--- src/rtl/hp_vpu_pkg.sv ---
// Shared types and constants for the vector unit front end.
// Instruction queue entry layout and default sizing live here.
package hp_vpu_pkg;

  localparam int IQ_DEPTH = 8;
  localparam int IQ_SEQ_W = 8;
  localparam int IQ_XLEN  = 32;

  typedef struct packed {
    logic [31:0]         instr;
    logic [IQ_XLEN-1:0]  rs1;
    logic [IQ_XLEN-1:0]  rs2;
    logic [IQ_SEQ_W-1:0] seq;
  } iq_entry_t;

  localparam int IQ_ENTRY_W = $bits(iq_entry_t);

endpackage

--- src/rtl/hp_vpu_iq_ram.sv ---
// Instruction queue storage: one sync write port, one async read port.
// No reset on the array so it maps onto distributed RAM.
module hp_vpu_iq_ram
  import hp_vpu_pkg::*;
#(
  parameter int DEPTH = IQ_DEPTH,
  parameter int AW    = $clog2(DEPTH)
) (
  input  logic          clk,
  input  logic          we_i,
  input  logic [AW-1:0] waddr_i,
  input  iq_entry_t     wdata_i,
  input  logic [AW-1:0] raddr_i,
  output iq_entry_t     rdata_o
);

  iq_entry_t mem [DEPTH];

  always_ff @(posedge clk) begin
    if (we_i) begin
      mem[waddr_i] <= wdata_i;
    end
  end

  assign rdata_o = mem[raddr_i];

endmodule

--- src/rtl/hp_vpu_iq.sv ---
// Vector instruction queue between the offload port and D2 decode.
// First-word fall-through FIFO with stall hold and flush-to-empty.
module hp_vpu_iq
  import hp_vpu_pkg::*;
#(
  parameter int DEPTH     = IQ_DEPTH,
  parameter int XLEN      = IQ_XLEN,
  parameter int AF_THRESH = DEPTH - 2
) (
  input  logic                     clk,
  input  logic                     rst_n,
  input  logic                     x_valid_i,
  output logic                     x_ready_o,
  input  logic [31:0]              x_instr_i,
  input  logic [XLEN-1:0]          x_rs1_i,
  input  logic [XLEN-1:0]          x_rs2_i,
  output logic                     iq_valid_o,
  output logic [31:0]              iq_instr_o,
  output logic [XLEN-1:0]          iq_rs1_o,
  output logic [XLEN-1:0]          iq_rs2_o,
  output logic [IQ_SEQ_W-1:0]      iq_seq_o,
  input  logic                     stall_i,
  input  logic                     flush_i,
  output logic [$clog2(DEPTH):0]   count_o,
  output logic                     full_o,
  output logic                     empty_o,
  output logic                     almost_full_o
);

  localparam int PW = $clog2(DEPTH);
  localparam int CW = PW + 1;
  localparam logic [CW-1:0] DEPTH_C = CW'(DEPTH);
  localparam logic [CW-1:0] AF_C    = CW'(AF_THRESH);

  logic [PW-1:0]       wr_ptr_q, wr_ptr_d;
  logic [PW-1:0]       rd_ptr_q, rd_ptr_d;
  logic [CW-1:0]       count_q, count_d;
  logic [IQ_SEQ_W-1:0] seq_q, seq_d;

  logic      full, empty;
  logic      enq, deq;
  iq_entry_t wdata, rdata;

  assign full  = (count_q == DEPTH_C);
  assign empty = (count_q == '0);

  // Ready depends only on state and flush, never on stall.
  assign x_ready_o = !full && !flush_i;
  assign enq       = x_valid_i && x_ready_o;
  assign deq       = !empty && !stall_i;

  always_comb begin
    wdata       = '0;
    wdata.instr = x_instr_i;
    wdata.rs1   = x_rs1_i;
    wdata.rs2   = x_rs2_i;
    wdata.seq   = seq_q;
  end

  always_comb begin
    wr_ptr_d = wr_ptr_q;
    rd_ptr_d = rd_ptr_q;
    count_d  = count_q;
    seq_d    = seq_q;
    if (flush_i) begin
      wr_ptr_d = '0;
      rd_ptr_d = '0;
      count_d  = '0;
    end else begin
      if (enq) begin
        wr_ptr_d = wr_ptr_q + PW'(1);
        seq_d    = seq_q + IQ_SEQ_W'(1);
      end
      if (deq) begin
        rd_ptr_d = rd_ptr_q + PW'(1);
      end
      count_d = count_q + CW'(enq) - CW'(deq);
    end
  end

  always_ff @(posedge clk or negedge rst_n) begin
    if (!rst_n) begin
      wr_ptr_q <= '0;
      rd_ptr_q <= '0;
      count_q  <= '0;
      seq_q    <= '0;
    end else begin
      wr_ptr_q <= wr_ptr_d;
      rd_ptr_q <= rd_ptr_d;
      count_q  <= count_d;
      seq_q    <= seq_d;
    end
  end

  hp_vpu_iq_ram #(
    .DEPTH (DEPTH),
    .AW    (PW)
  ) u_ram (
    .clk     (clk),
    .we_i    (enq),
    .waddr_i (wr_ptr_q),
    .wdata_i (wdata),
    .raddr_i (rd_ptr_q),
    .rdata_o (rdata)
  );

  assign iq_valid_o    = !empty;
  assign iq_instr_o    = rdata.instr;
  assign iq_rs1_o      = rdata.rs1;
  assign iq_rs2_o      = rdata.rs2;
  assign iq_seq_o      = rdata.seq;
  assign count_o       = count_q;
  assign full_o        = full;
  assign empty_o       = empty;
  assign almost_full_o = (count_q >= AF_C);

endmodule

--- config.mk ---
export PLATFORM = sky130hd
export DESIGN_NAME = hp_vpu_iq
export DESIGN_NICKNAME = d
export VERILOG_FILES = /design/src/rtl/hp_vpu_pkg.sv /design/src/rtl/hp_vpu_iq_ram.sv /design/src/rtl/hp_vpu_iq.sv
export SDC_FILE = /design/constraint.sdc
export NUM_CORES = 1
export LEC_CHECK = 0
export BUFFER_PORTS_ARGS = -buffer_cell sky130_fd_sc_hd__buf_2
export CAP_MARGIN = 20
export CORE_ASPECT_RATIO = 0.75
export CORE_UTILIZATION = 40
export DETAILED_ROUTE_END_ITERATION = 12
export PLACE_DENSITY = 0.68
export SKIP_LAST_GASP = 1
export SYNTH_ARGS = -nofsm -noshare
export SYNTH_HDL_FRONTEND = slang
export SYNTH_HIERARCHICAL = 1
export SYNTH_SLANG_ARGS = --single-unit
--- constraint.sdc ---
create_clock -name clk -period 12.5 [get_ports clk]
set_clock_uncertainty 0.05 [all_clocks]
set_input_delay 1.25 -clock clk [delete_from_list [all_inputs] [get_ports clk]]
set_output_delay 1.25 -clock clk [all_outputs]
set_load 0.02 [all_outputs]
Word-level counts from Yosys, hierarchy flattened
Memory sizes are Yosys's and may differ from the RTL's. Index checks and enable logic that the tools add are counted.

Output and inout bits: 113. Input port bits: 101. Logic and storage cells: 31. Bits in writable memories: 832. Memories: 1. Register bits after elaboration: 18. ROM bits: 0. Bits in latches: 0.

Memory list: u_ram.mem (depth 8, width 104, read ports 1, clocked after memory_dff 0, write ports 1, line hp_vpu_iq_ram.sv:17) `iq_entry_t mem [DEPTH];`.

Eq/ne operators: 1. $mul: 0. Reductions and logical operators: 11. Muxes and demuxes: 7. Bitwise operators: 1. Add/sub/neg operators: 5. Divide/modulo/power cells: 0. Magnitude comparators: 1. Shift-type cells: 0.

Operator list (number): 3-bit two-way mux (4); 8-bit by 1-bit adder with 8-bit output (second input constant) (1); 3-bit by 1-bit adder with 3-bit output (second input constant) (2); 4-bit by 1-bit adder with 4-bit output (1); 4-bit equality test (second input constant) (1); 4-bit by 3-bit greater-or-equal comparator with 1-bit output (second input constant) (1); 1-bit logical NOT (4); 4-bit logical NOT (1); 4-bit two-way mux (1); 2-bit nonzero test (2); 4-bit by 1-bit subtractor with 4-bit output (1); 1-bit logical AND (3); 1-bit two-way mux (2); 2-bit AND reduction (1); 1-bit inverter (1).

Depth between registers and ports, before layout
Depth in word-level cells: 7. Mapped depth: 13.

By module
Netlist, hierarchy kept.

Modules (own cells, without submodules): hp_vpu_iq_ram (area an instance 31677.9 µm², times used 1, seq. area each 24984.0 µm², cells an instance 1215); hp_vpu_iq (area an instance 1017.2 µm², times used 1, seq. area each 450.4 µm², cells an instance 95).

Least setup slack after synthesis
OpenSTA, ideal clock, no wires.

Path type: input port to flip-flop. Start: in x_valid_i. End: mem u_ram/mem[0][0] in the netlist's numbering, enable pin. Buffers on the path: 0. Data arrival time: 8.746 ns. Cell stages on the path: 4. Path slack: 3.010 ns. Cells stage by stage: inv_1 > nor3_4 > nand2b_1 > nor3_1.

Word-level cells in the longest chain between the ends: 3.

RTL lines: start, declared (line hp_vpu_iq.sv:12) `input logic x_valid_i,`; 1-bit logical AND (line hp_vpu_iq.sv:49) `assign enq = x_valid_i && x_ready_o;`; net enq (line hp_vpu_iq.sv:41) `logic enq, deq;`; 1-bit two-way mux (line hp_vpu_iq_ram.sv:20) `if (we_i) begin`; 1-bit two-way mux (not written as such) (line hp_vpu_iq_ram.sv:21) `mem[waddr_i] <= wdata_i;`; end, declared (line hp_vpu_iq_ram.sv:17).

The timed path passes the listed nets, and every way through them passes these cells.

Worst setup path in the final report
Start: reg rd_ptr_q[0]. End: out iq_rs1_o[20].

Word-level cells in the longest chain between the ends: 1.

RTL lines: start, declared (line hp_vpu_iq.sv:36) `logic [PW-1:0] rd_ptr_q, rd_ptr_d;`; start signal, assigned (line hp_vpu_iq.sv:89) `rd_ptr_q <= rd_ptr_d;`; memory 8 x 104 bit; end, declared (line hp_vpu_iq.sv:19) `output logic [XLEN-1:0] iq_rs1_o,`.

No other way between the ends.

==> flow_summary.yaml <==
run_status:
  status: "finished clean"
placement:
  globalplace.congestion: 0.666
  dp_slack_ns: 7.20
  dp_hpwl_mm: 33.2
  port_buffers: 213
timing:
  rsz0062_at_grt: "false"
  maxSlewViolCount: 0
  min_period_ns: 5.80
  max_freq_ghz: 0.172
  setup_viol: 0
  holdWs_ns: 0.510
  hold_viol_final: 0
  slew_headroom: 0.259
  min_period_over_period: 0.464
  fin_ws_ns: 6.70
  worst_pin_slew_ns: 1.11
  tns_ns: 0
floorplanning:
  io_pins: 214
  rows: 90
  die_h_um: 250
  die_area_sq_um: 82900
  die_width_um: 332
  core_area_sq_um: 80600
  start_util: 0.406
global_route:
  grt_max_degree: 73
  gr-total-overflow: 0
  grt_pass1_wl_mm: 95.2
  antenna_found_initial: 7
  grt_pass1_vias: 15200
  grt_usage: 0.153
route:
  dr.pass1.iters: 7
  vias: 14100
  drtAntennaViolNets: 0
  wl_mm: 63.0
  post_drt_via_cell_ratio: 5.23
  wl_per_cell_um: 23.3
  initialDrtViolationCount: 927
  route.detailed.drc: 0
critical_path:
  start_kind: "flop"
  crit_start: "rd_ptr_q[0]"
  path_max_fanout: 48
  reg2reg_to: "u_ram/mem[3][72]"
  worstPathRequired_ns: 11.20
  endpoint_kind: "primary output"
  endpoint: "iq_rs1_o[20]"
  r2r_setup_slack_ns: 8.65
  r2r_cells: 8
  arrival_ns: 4.50
  path_class: "reg -> out"
  r2r-start: "count_o[2]"
clock_tree:
  clk_pin_slew_ns: 0.06
  cts_root_buffer: "clkbuf_16"
  cts_sinks: 850
  cts.htree.levels: 3
  cts-buffers-inserted: 84
  clk_latency_ns: 0.63
  post_cts_hold_buffer_count: 0
  cts_resized: 0
  ctsLongestPathBuffers: 3
  post-cts-setup-buffers: 0
  cts_tree: "built"
power:
  p_per_area_nw_per_um2: 187
  vdd_ir_drop_max_mv: 0.128
  total_power_w: 0.00705
  p_leak_nw: 12.1
synthesis:
  ys_seq_elements: 850
  syn_nets: 1422
  avgSynthCellArea_sq_um: 25.0
  yosys.area.top_type_share: 0.764
  synth_edf_count: 832
  synth_top_flop_cell: "edfxtp_1"
  ys_warn_count: 6
  synth_area_sq_um: 32700
  synth_area_leaders: "edfxtp_1 76%, mux4_2 14%, mux2_4 3.9%"
  synth_seq_area_share: 0.778
  netlist_instances: 1310
  synth_top_area_cell: "edfxtp_1"
  synth_cell_types: 39
  async_reset_ff_frac: 0.0212
cells_and_area:
  drive_above_1_share: 0.420
  fin_nets: 1686
  final_util: 0.467
  final_common_cell: "edfxtp_1"
  layout_common_cells: "832 x edfxtp_1, 213 x buf_2, 208 x mux4_2, 85 x mux2_4, 85 x clkbuf_16"
  area_delta_synth_final_pct: 15.3
flow_run:
  drv_cap: 0
hold_path:
  min_path_type: "in -> async"
[cells in the mapped netlist, types with 2 or more instances]
| master | count |
|---|---|
| nand2b_1 | 3 |
| mux2_2 | 21 |
| nand2_1 | 5 |
| xor2_1 | 4 |
| ha_1 | 10 |
| nor2b_1 | 4 |
| o21ai_0 | 4 |
| nor3_1 | 3 |
| nand3b_1 | 2 |
| edfxtp_1 | 832 |
| or3_1 | 2 |
| nand3_1 | 4 |
| buf_12 | 11 |
| mux2_4 | 85 |
| dfrtp_1 | 18 |
| buf_2 | 27 |
| nor2_1 | 12 |
| xnor2_1 | 4 |
| mux4_2 | 208 |
| buf_6 | 4 |
| inv_1 | 8 |
| a21oi_1 | 6 |
| or3b_1 | 2 |
| clkbuf_1 | 16 |
[power breakdown]
group | leakage (nW) | total [W] | switching [W] | internal, W
clock network | 1.37 | 0.00256 | 0.00108 | 0.00148
registers | 7.73 | 0.00334 | 0.0000927 | 0.00325
logic | 3.01 | 0.00115 | 0.000583 | 0.000566
total | 12.1 | 0.00705 | 0.00175 | 0.00529
[per-layer routing]
layer / up-vias / GRT usage / wire, um
li1: 6123 / - / -
met1: 7596 / 0.202 / 26600
met2: 312 / 0.254 / 31500
met3: 101 / 0.0382 / 3650
met4: 14 / 0.0411 / 1260
met5: - / 0 / 87
[through the flow]
step / instance area (sq um) / instances
finish: 37700 / 2704
global route: 37700 / 2702
CTS: 37700 / 2702
detailed placement: 34900 / 2546
global placement: 34900 / 2546
floorplan: 32700 / 1310
[flip-flops by register name, summed over array words and instances, names as in the netlist]
signal     cells
u_ram/mem    832
rd_ptr_q       3
seq_q          8
count_o        4
wr_ptr_q       3
[critical path, cell delays in order, from the launching register on]
cell and delay, ns:
dfrtp_4 1.02, buf_4 0.76, buf_4 0.84, mux4_2 0.62, mux2_4 0.28, buf_2 0.16
[kinds of logic after synthesis]
kind of cell | Yosys count | share of synthesized area
multiplexers | 315 | 0.190
AND/OR/NAND/NOR | 44 | 0.00765
XOR/XNOR | 8 | 0.00214
buffers and inverters | 70 | 0.0160
flip-flops | 850 | 0.778
AO/OA/AOI/OAI | 12 | 0.00199
adder cells (fa/ha/maj) | 11 | 0.00444
[layout make-up]
class / instances / area [sq um]
clock inverter: 58 / 624
clock buffer: 98 / 2200
tap: 1058 / 1320
fill: 6581 / 42900
inverter: 10 / 42.5
sequential: 850 / 25400
multi-input combinational: 390 / 6790
timing repair buffer: 238 / 1250
antenna: 2 / 5.00
[how the worst min path moves through the flow]
| stage | startpoint | end | slack (ns) |
|---|---|---|---|
| floorplan | rd_ptr_q[2] | rd_ptr_q[2] | 0.47 |
| global placement | wr_ptr_q[2] | wr_ptr_q[2] | 0.55 |
| detailed placement | wr_ptr_q[2] | wr_ptr_q[2] | 0.59 |
| CTS | rst_n | count_o[2] | 0.47 |
| global route | rst_n | count_o[1] | 0.51 |
| finish | rst_n | count_o[1] | 0.51 |
Power figures use the tool's default switching activity.
